===== config.mk =====
export PLATFORM = sky130hd
export DESIGN_NAME = sa_tile_ctrl
export DESIGN_NICKNAME = d
export VERILOG_FILES = /design/src/rtl/tpu_pkg.sv /design/src/rtl/pe_skew_line.sv /design/src/rtl/sa_tile_ctrl.sv
export SDC_FILE = /design/constraint.sdc
export NUM_CORES = 1
export LEC_CHECK = 0
export BUFFER_PORTS_ARGS = -buffer_cell sky130_fd_sc_hd__buf_4
export CAP_MARGIN = 10
export CORE_MARGIN = 2
export CORE_UTILIZATION = 30
export CTS_BUF_LIST = sky130_fd_sc_hd__clkbuf_2 sky130_fd_sc_hd__clkbuf_4 sky130_fd_sc_hd__clkbuf_8
export DETAILED_ROUTE_END_ITERATION = 16
export GPL_ROUTABILITY_DRIVEN = 0
export GPL_TIMING_DRIVEN = 0
export HOLD_SLACK_MARGIN = 0.03
export PLACE_DENSITY = 0.61
export RECOVER_POWER = 100
export SLEW_MARGIN = 20
export SYNTH_ARGS = -nofsm -noshare
export SYNTH_HDL_FRONTEND = slang
export SYNTH_SLANG_ARGS = --single-unit

===== constraint.sdc =====
create_clock -name clk -period 5.85 [get_ports clk]
set_clock_uncertainty 0.2 [all_clocks]
set_input_delay 0.585 -clock clk [delete_from_list [all_inputs] [get_ports clk]]
set_output_delay 0.585 -clock clk [all_outputs]
set_load 0.02 [all_outputs]

===== src/rtl/tpu_pkg.sv =====
// Shared definitions for the systolic-array tile: data format, default array size
// and the tile sequencer state encoding.
package tpu_pkg;

    localparam int DATA_W = 16;
    localparam int FRAC_W = 8;

    localparam int SA_N = 2;

    typedef enum logic [2:0] {
        ST_IDLE,
        ST_LOAD_W,
        ST_SWITCH,
        ST_STREAM,
        ST_DRAIN,
        ST_DONE
    } tile_state_t;

endpackage


===== src/rtl/pe_skew_line.sv =====
// Row skew line: output bit r is the input delayed by r cycles, so bit 0 follows
// the input directly. The caller feeds a registered signal, which keeps every
// output bit registered. Flush empties the line in one edge.
module pe_skew_line #(
    parameter int N = 2
) (
    input  logic         clk,
    input  logic         rst,
    input  logic         flush,
    input  logic         din,
    output logic [N-1:0] dout
);

    logic [N-2:0] taps;

    // Shift the input down the delay taps, one row per cycle
    always_ff @(posedge clk or posedge rst) begin
        if (rst) begin
            taps <= '0;
        end else if (flush) begin
            taps <= '0;
        end else begin
            taps <= (taps << 1) | (N-1)'(din);
        end
    end

    assign dout = {taps, din};

endmodule


===== src/rtl/sa_tile_ctrl.sv =====
// Weight-stationary tile sequencer: loads N weight rows bottom-first, fires a
// skewed switch wave, streams M input vectors with row skew, waits for the array
// to drain and pulses done. Only control and addresses are produced here.
module sa_tile_ctrl
    import tpu_pkg::*;
#(
    parameter int N      = SA_N,
    parameter int ADDR_W = 8,
    parameter int CNT_W  = 8
) (
    input  logic              clk,
    input  logic              rst,
    input  logic              cmd_valid,
    output logic              cmd_ready,
    input  logic [ADDR_W-1:0] cmd_w_base,
    input  logic [ADDR_W-1:0] cmd_x_base,
    input  logic [CNT_W-1:0]  cmd_rows,
    input  logic              abort,
    output logic              wmem_rd_en,
    output logic [ADDR_W-1:0] wmem_addr,
    output logic              imem_rd_en,
    output logic [ADDR_W-1:0] imem_addr,
    output logic              sa_accept_w,
    output logic [N-1:0]      sa_switch,
    output logic [N-1:0]      sa_valid,
    output logic [N-1:0]      sa_enabled,
    output logic              busy,
    output logic              done
);

    localparam logic [CNT_W-1:0]  LOAD_LAST  = CNT_W'(N - 1);
    localparam logic [CNT_W-1:0]  DRAIN_LAST = CNT_W'(2 * N - 1);
    localparam logic [ADDR_W-1:0] W_TOP      = ADDR_W'(N - 1);

    tile_state_t       state, state_next;
    logic [CNT_W-1:0]  cnt, cnt_next;
    logic [ADDR_W-1:0] w_base_q, x_base_q;
    logic [CNT_W-1:0]  rows_q;
    logic              accept;
    logic              switch_q;
    logic              valid_q;

    assign cmd_ready  = (state == ST_IDLE);
    assign accept     = cmd_valid && cmd_ready && !abort;
    assign busy       = (state != ST_IDLE);
    assign sa_enabled = {N{busy}};

    // State, phase counter and the command fields captured at acceptance
    always_ff @(posedge clk or posedge rst) begin
        if (rst) begin
            state    <= ST_IDLE;
            cnt      <= '0;
            w_base_q <= '0;
            x_base_q <= '0;
            rows_q   <= '0;
        end else begin
            state <= state_next;
            cnt   <= cnt_next;
            if (accept) begin
                w_base_q <= cmd_w_base;
                x_base_q <= cmd_x_base;
                rows_q   <= cmd_rows;
            end
        end
    end

    // Phase sequencing and memory strobes; abort from any busy state returns to idle
    always_comb begin
        state_next = state;
        cnt_next   = cnt;
        wmem_rd_en = 1'b0;
        wmem_addr  = '0;
        imem_rd_en = 1'b0;
        imem_addr  = '0;
        done       = 1'b0;
        case (state)
            ST_IDLE: begin
                if (accept) begin
                    state_next = ST_LOAD_W;
                    cnt_next   = '0;
                end
            end
            ST_LOAD_W: begin
                wmem_rd_en = 1'b1;
                wmem_addr  = w_base_q + W_TOP - ADDR_W'(cnt);
                if (cnt == LOAD_LAST) begin
                    state_next = ST_SWITCH;
                    cnt_next   = '0;
                end else begin
                    cnt_next = cnt + CNT_W'(1);
                end
            end
            ST_SWITCH: begin
                cnt_next   = '0;
                state_next = (rows_q == '0) ? ST_DRAIN : ST_STREAM;
            end
            ST_STREAM: begin
                imem_rd_en = 1'b1;
                imem_addr  = x_base_q + ADDR_W'(cnt);
                if (cnt == rows_q - CNT_W'(1)) begin
                    state_next = ST_DRAIN;
                    cnt_next   = '0;
                end else begin
                    cnt_next = cnt + CNT_W'(1);
                end
            end
            ST_DRAIN: begin
                if (cnt == DRAIN_LAST) begin
                    state_next = ST_DONE;
                    cnt_next   = '0;
                end else begin
                    cnt_next = cnt + CNT_W'(1);
                end
            end
            ST_DONE: begin
                done       = 1'b1;
                state_next = ST_IDLE;
            end
            default: begin
                state_next = ST_IDLE;
                cnt_next   = '0;
            end
        endcase
        if (abort && (state != ST_IDLE)) begin
            state_next = ST_IDLE;
            cnt_next   = '0;
        end
    end

    // Strobes that follow the 1-cycle memory latency: weight accept, switch seed, valid seed
    always_ff @(posedge clk or posedge rst) begin
        if (rst) begin
            sa_accept_w <= 1'b0;
            switch_q    <= 1'b0;
            valid_q     <= 1'b0;
        end else if (abort) begin
            sa_accept_w <= 1'b0;
            switch_q    <= 1'b0;
            valid_q     <= 1'b0;
        end else begin
            sa_accept_w <= wmem_rd_en;
            switch_q    <= (state == ST_SWITCH);
            valid_q     <= imem_rd_en;
        end
    end

    pe_skew_line #(.N(N)) u_switch_line (
        .clk   (clk),
        .rst   (rst),
        .flush (abort),
        .din   (switch_q),
        .dout  (sa_switch)
    );

    pe_skew_line #(.N(N)) u_valid_line (
        .clk   (clk),
        .rst   (rst),
        .flush (abort),
        .din   (valid_q),
        .dout  (sa_valid)
    );

endmodule


==> out/qor.txt <==
Asr flop ratio synth - 1.00
CTS clk-pin slew, worst paths - 80 ps
EDFF count, synth - 0
Worst rel slew slack - 0.229
Clk sink count - 40
Setup_tns - 0 ps
Initial DRC count - 76
Die width - 100 um
CP Class - register to primary output
Post-Synthesis Cells - 280
Clock Path Buffers - 2
Synth warnings - 0
Startpoint types - register
Synth top area share - 0.361
Status - completed
Port Buffers - 54
Total Routed Length - 6.05 mm
Distinct cells, synth - 51
Reg2reg start - rows_q[2]
Core area - 0.00911 sq mm
Finished Cell Area - 0.00332 sq mm
Wire length per cell - 13.3 um
Area grow syn2layout - 19.7%
Worst min-delay path category - input port to asynchronous set/reset pin
Crit path max-delay cell type - dfrtp_1
Vias in the first global route - 2116
Worst path max stage delay - 560 ps
Layout cells sized above 1 - 0.227
Site Rows - 35
Syn_area_per_cell - 9.92 sq um
Post-Synthesis Cell Area - 0.00278 sq mm
Mux cell area share after synthesis - 0.0973
Main combinational cell family by area after synthesis - simple AND/OR/NAND/NOR gates
RSZ-0062 raised after global routing - no
Hpwl dp - 4.70 mm
# diodes - 0
Fillers - 937
CTS buffer count - 5
Top FF cell, synth - dfrtp_1
Largest net degree at the start of global routing - 22
CP bufs+invs - 2
Post-CTS Setup Repair Bufs - 0
Crit path max-delay family - adder cells
CP endpoint kind - primary output
CP Max Fanout - 9
Total Routing Usage GR - 0.126
Setup-failing EPs final - 0
Flops & latches, synth - 40
Antenna violations before repair - 0
Global-route wire length before repair - 10.0 mm
Vias - 2193
Final nets - 396
Overall power - 0.00127 W
Util after Layout - 0.365
Final std cells w/o fill - 454
Pre-antenna DRT Iters - 4
WP data arrival - 3000 ps
Register area share after synthesis - 0.361
Worst-skew pair later-pin latency - 300 ps
Leak - 1.49 nW
Adder-Cell Fraction of Synth Area - 0.123
CTS H-tree lvls - 2
Post-Synth XOR/XNOR Area - 0.0820
WP data required - 5070 ps
DIE AREA - 0.0100 sq mm
Post-route ant nets - 0
Worst IR Drop VDD - 108 uV
Hold_buf cts - 0
Vias per inst - 4.83
Tcrit/Tclk final - 0.647
I/O Pins - 56
Critical Path, Cell by Cell - ha_1 > inv_1 > ha_1 > fa_1 > a21o_1 > a21oi_1 > o21bai_1 > a21oi_1 > xnor2_1 > nor2_1 > clkbuf_1
Initial Util - 0.305
DP Cell Count - 446
Power density over the cells - 382 mW/mm^2
Mapped Nets - 334
# Max-Cap Violations - 0
DRC viols - 0
Biggest area consumer among synthesized cells - dfrtp_1
Synth Area in Simple Gates - 0.142
Final Slew Violations - 0
Synth Area in Compound Gates - 0.130
CTS tree - done
Top post-synthesis cells by area - dfrtp_1, ha_1, mux2_2
Grt total ovfl - 0
Worst Setup SP - cnt[1]
Post-CTS sizing - 0
Highest Clock Rate - 264 MHz
Clk Tree Root Cell - clkbuf_8
Fin. Hold Viols - 0
Die height - 100 um
Final Critical Period - 3780 ps
Slew @ Worst Pin - 1160 ps
Placed cell area - 0.00335 sq mm
## cell families (layout without fill, tap and decap cells)
kind of cell	after synthesis	count (layout)
DFF	40	40
xor gates and xnor gates	26	26
muxes	24	24
adders and majority gates	26	26
AOI/OAI and AO/OA	56	56
and+or+nand+nor	70	70
buffers and inverters	38	101
## layout make-up
type                    instances  area (sq um)  share of cell area
repair buffers                 55           319              0.0960
multi-input cells             202          1570               0.473
plain buffers                  16          98.8              0.0297
clock inverters                 2          35.0              0.0105
inverters                      22          82.6              0.0248
clock buffers                   6          76.3              0.0230
flip-flops and latches         40          1000               0.301
well taps                     111           139              0.0418
## Yosys cell counts (2+ instances only)
master	count
dfrtp_1	40
xor2_1	7
buf_4	8
nor2b_1	5
xnor2_1	19
fa_1	2
ha_1	24
nand3_1	7
clkbuf_1	4
a21oi_1	19
o31ai_1	2
or4_1	2
o21ai_0	7
and3_1	3
nand3b_1	3
inv_1	22
o211ai_1	2
nand2_1	6
o21bai_1	5
mux2_2	24
a21o_1	5
nor2_1	19
nor3_1	5
o22ai_1	5
or3_1	5
and2_1	4
a211oi_1	2
## flip-flops by register name, summed over array words and instances, names as in the netlist, 3 cells and up
name      count
cnt           8
rows_q        8
w_base_q      8
x_base_q      8
state         3
## per-stage QoR
| stage | hold slack, ps | worst slack, ps |
|---|---|---|
| floorplan | 266 | 2700 |
| finish | 202 | 2070 |
| global placement | 287 | 2490 |
| CTS | 96.7 | 2140 |
| detailed placement | 288 | 2480 |
| global route | 290 | 1920 |
## path summary, 6_finish.rpt
path / endpoint / slack (ps) / depth (start not counted)
min in group clk: u_switch_line.taps / 290 / 1
max reg2reg: cnt[6] / 3100 / 6
max: wmem_addr[7] / 2070 / 11
min: rows_q[3] / 200 / 2
max in group asynchronous: u_valid_line.taps / 3740 / 3
min reg2reg: u_switch_line.taps / 290 / 1
## cells in the final DEF (no fill, tap or decap), types with 2 or more instances in the layout
cell type	synthesis	layout
a211oi_1	2	2
a21o_1	5	5
a21oi_1	19	20
and2_1	4	3
and3_1	3	3
buf_4	8	35
clkbuf_1	4	31
clkbuf_4	0	4
clkbuf_8	0	5
dfrtp_1	40	40
fa_1	2	2
ha_1	24	24
inv_1	22	22
mux2_2	24	24
nand2_1	6	7
nand3_1	7	7
nand3b_1	3	3
nor2_1	19	20
nor2b_1	5	5
nor3_1	5	5
o211ai_1	2	2
o21ai_0	7	7
o21bai_1	5	5
o22ai_1	5	5
o31ai_1	2	2
or3_1	5	6
or4_1	2	2
xnor2_1	19	19
xor2_1	7	7
## report_power, final
group	internal [W]	switching [W]
Sequential	0.000354	0.0000683
Clock	0.000131	0.0000976
Combinational	0.000300	0.000319
Total	0.000785	0.000484
## per-layer routing
metal | global-route usage | vias to the layer above | share of wire
li1 | - | 1095 | -
met5 | 0 | - | 0
met4 | 0.0432 | 0 | 0.017
met3 | 0.0292 | 10 | 0.043
met1 | 0.162 | 1038 | 0.46
met2 | 0.208 | 50 | 0.48
(Power assumes the default switching activity.)
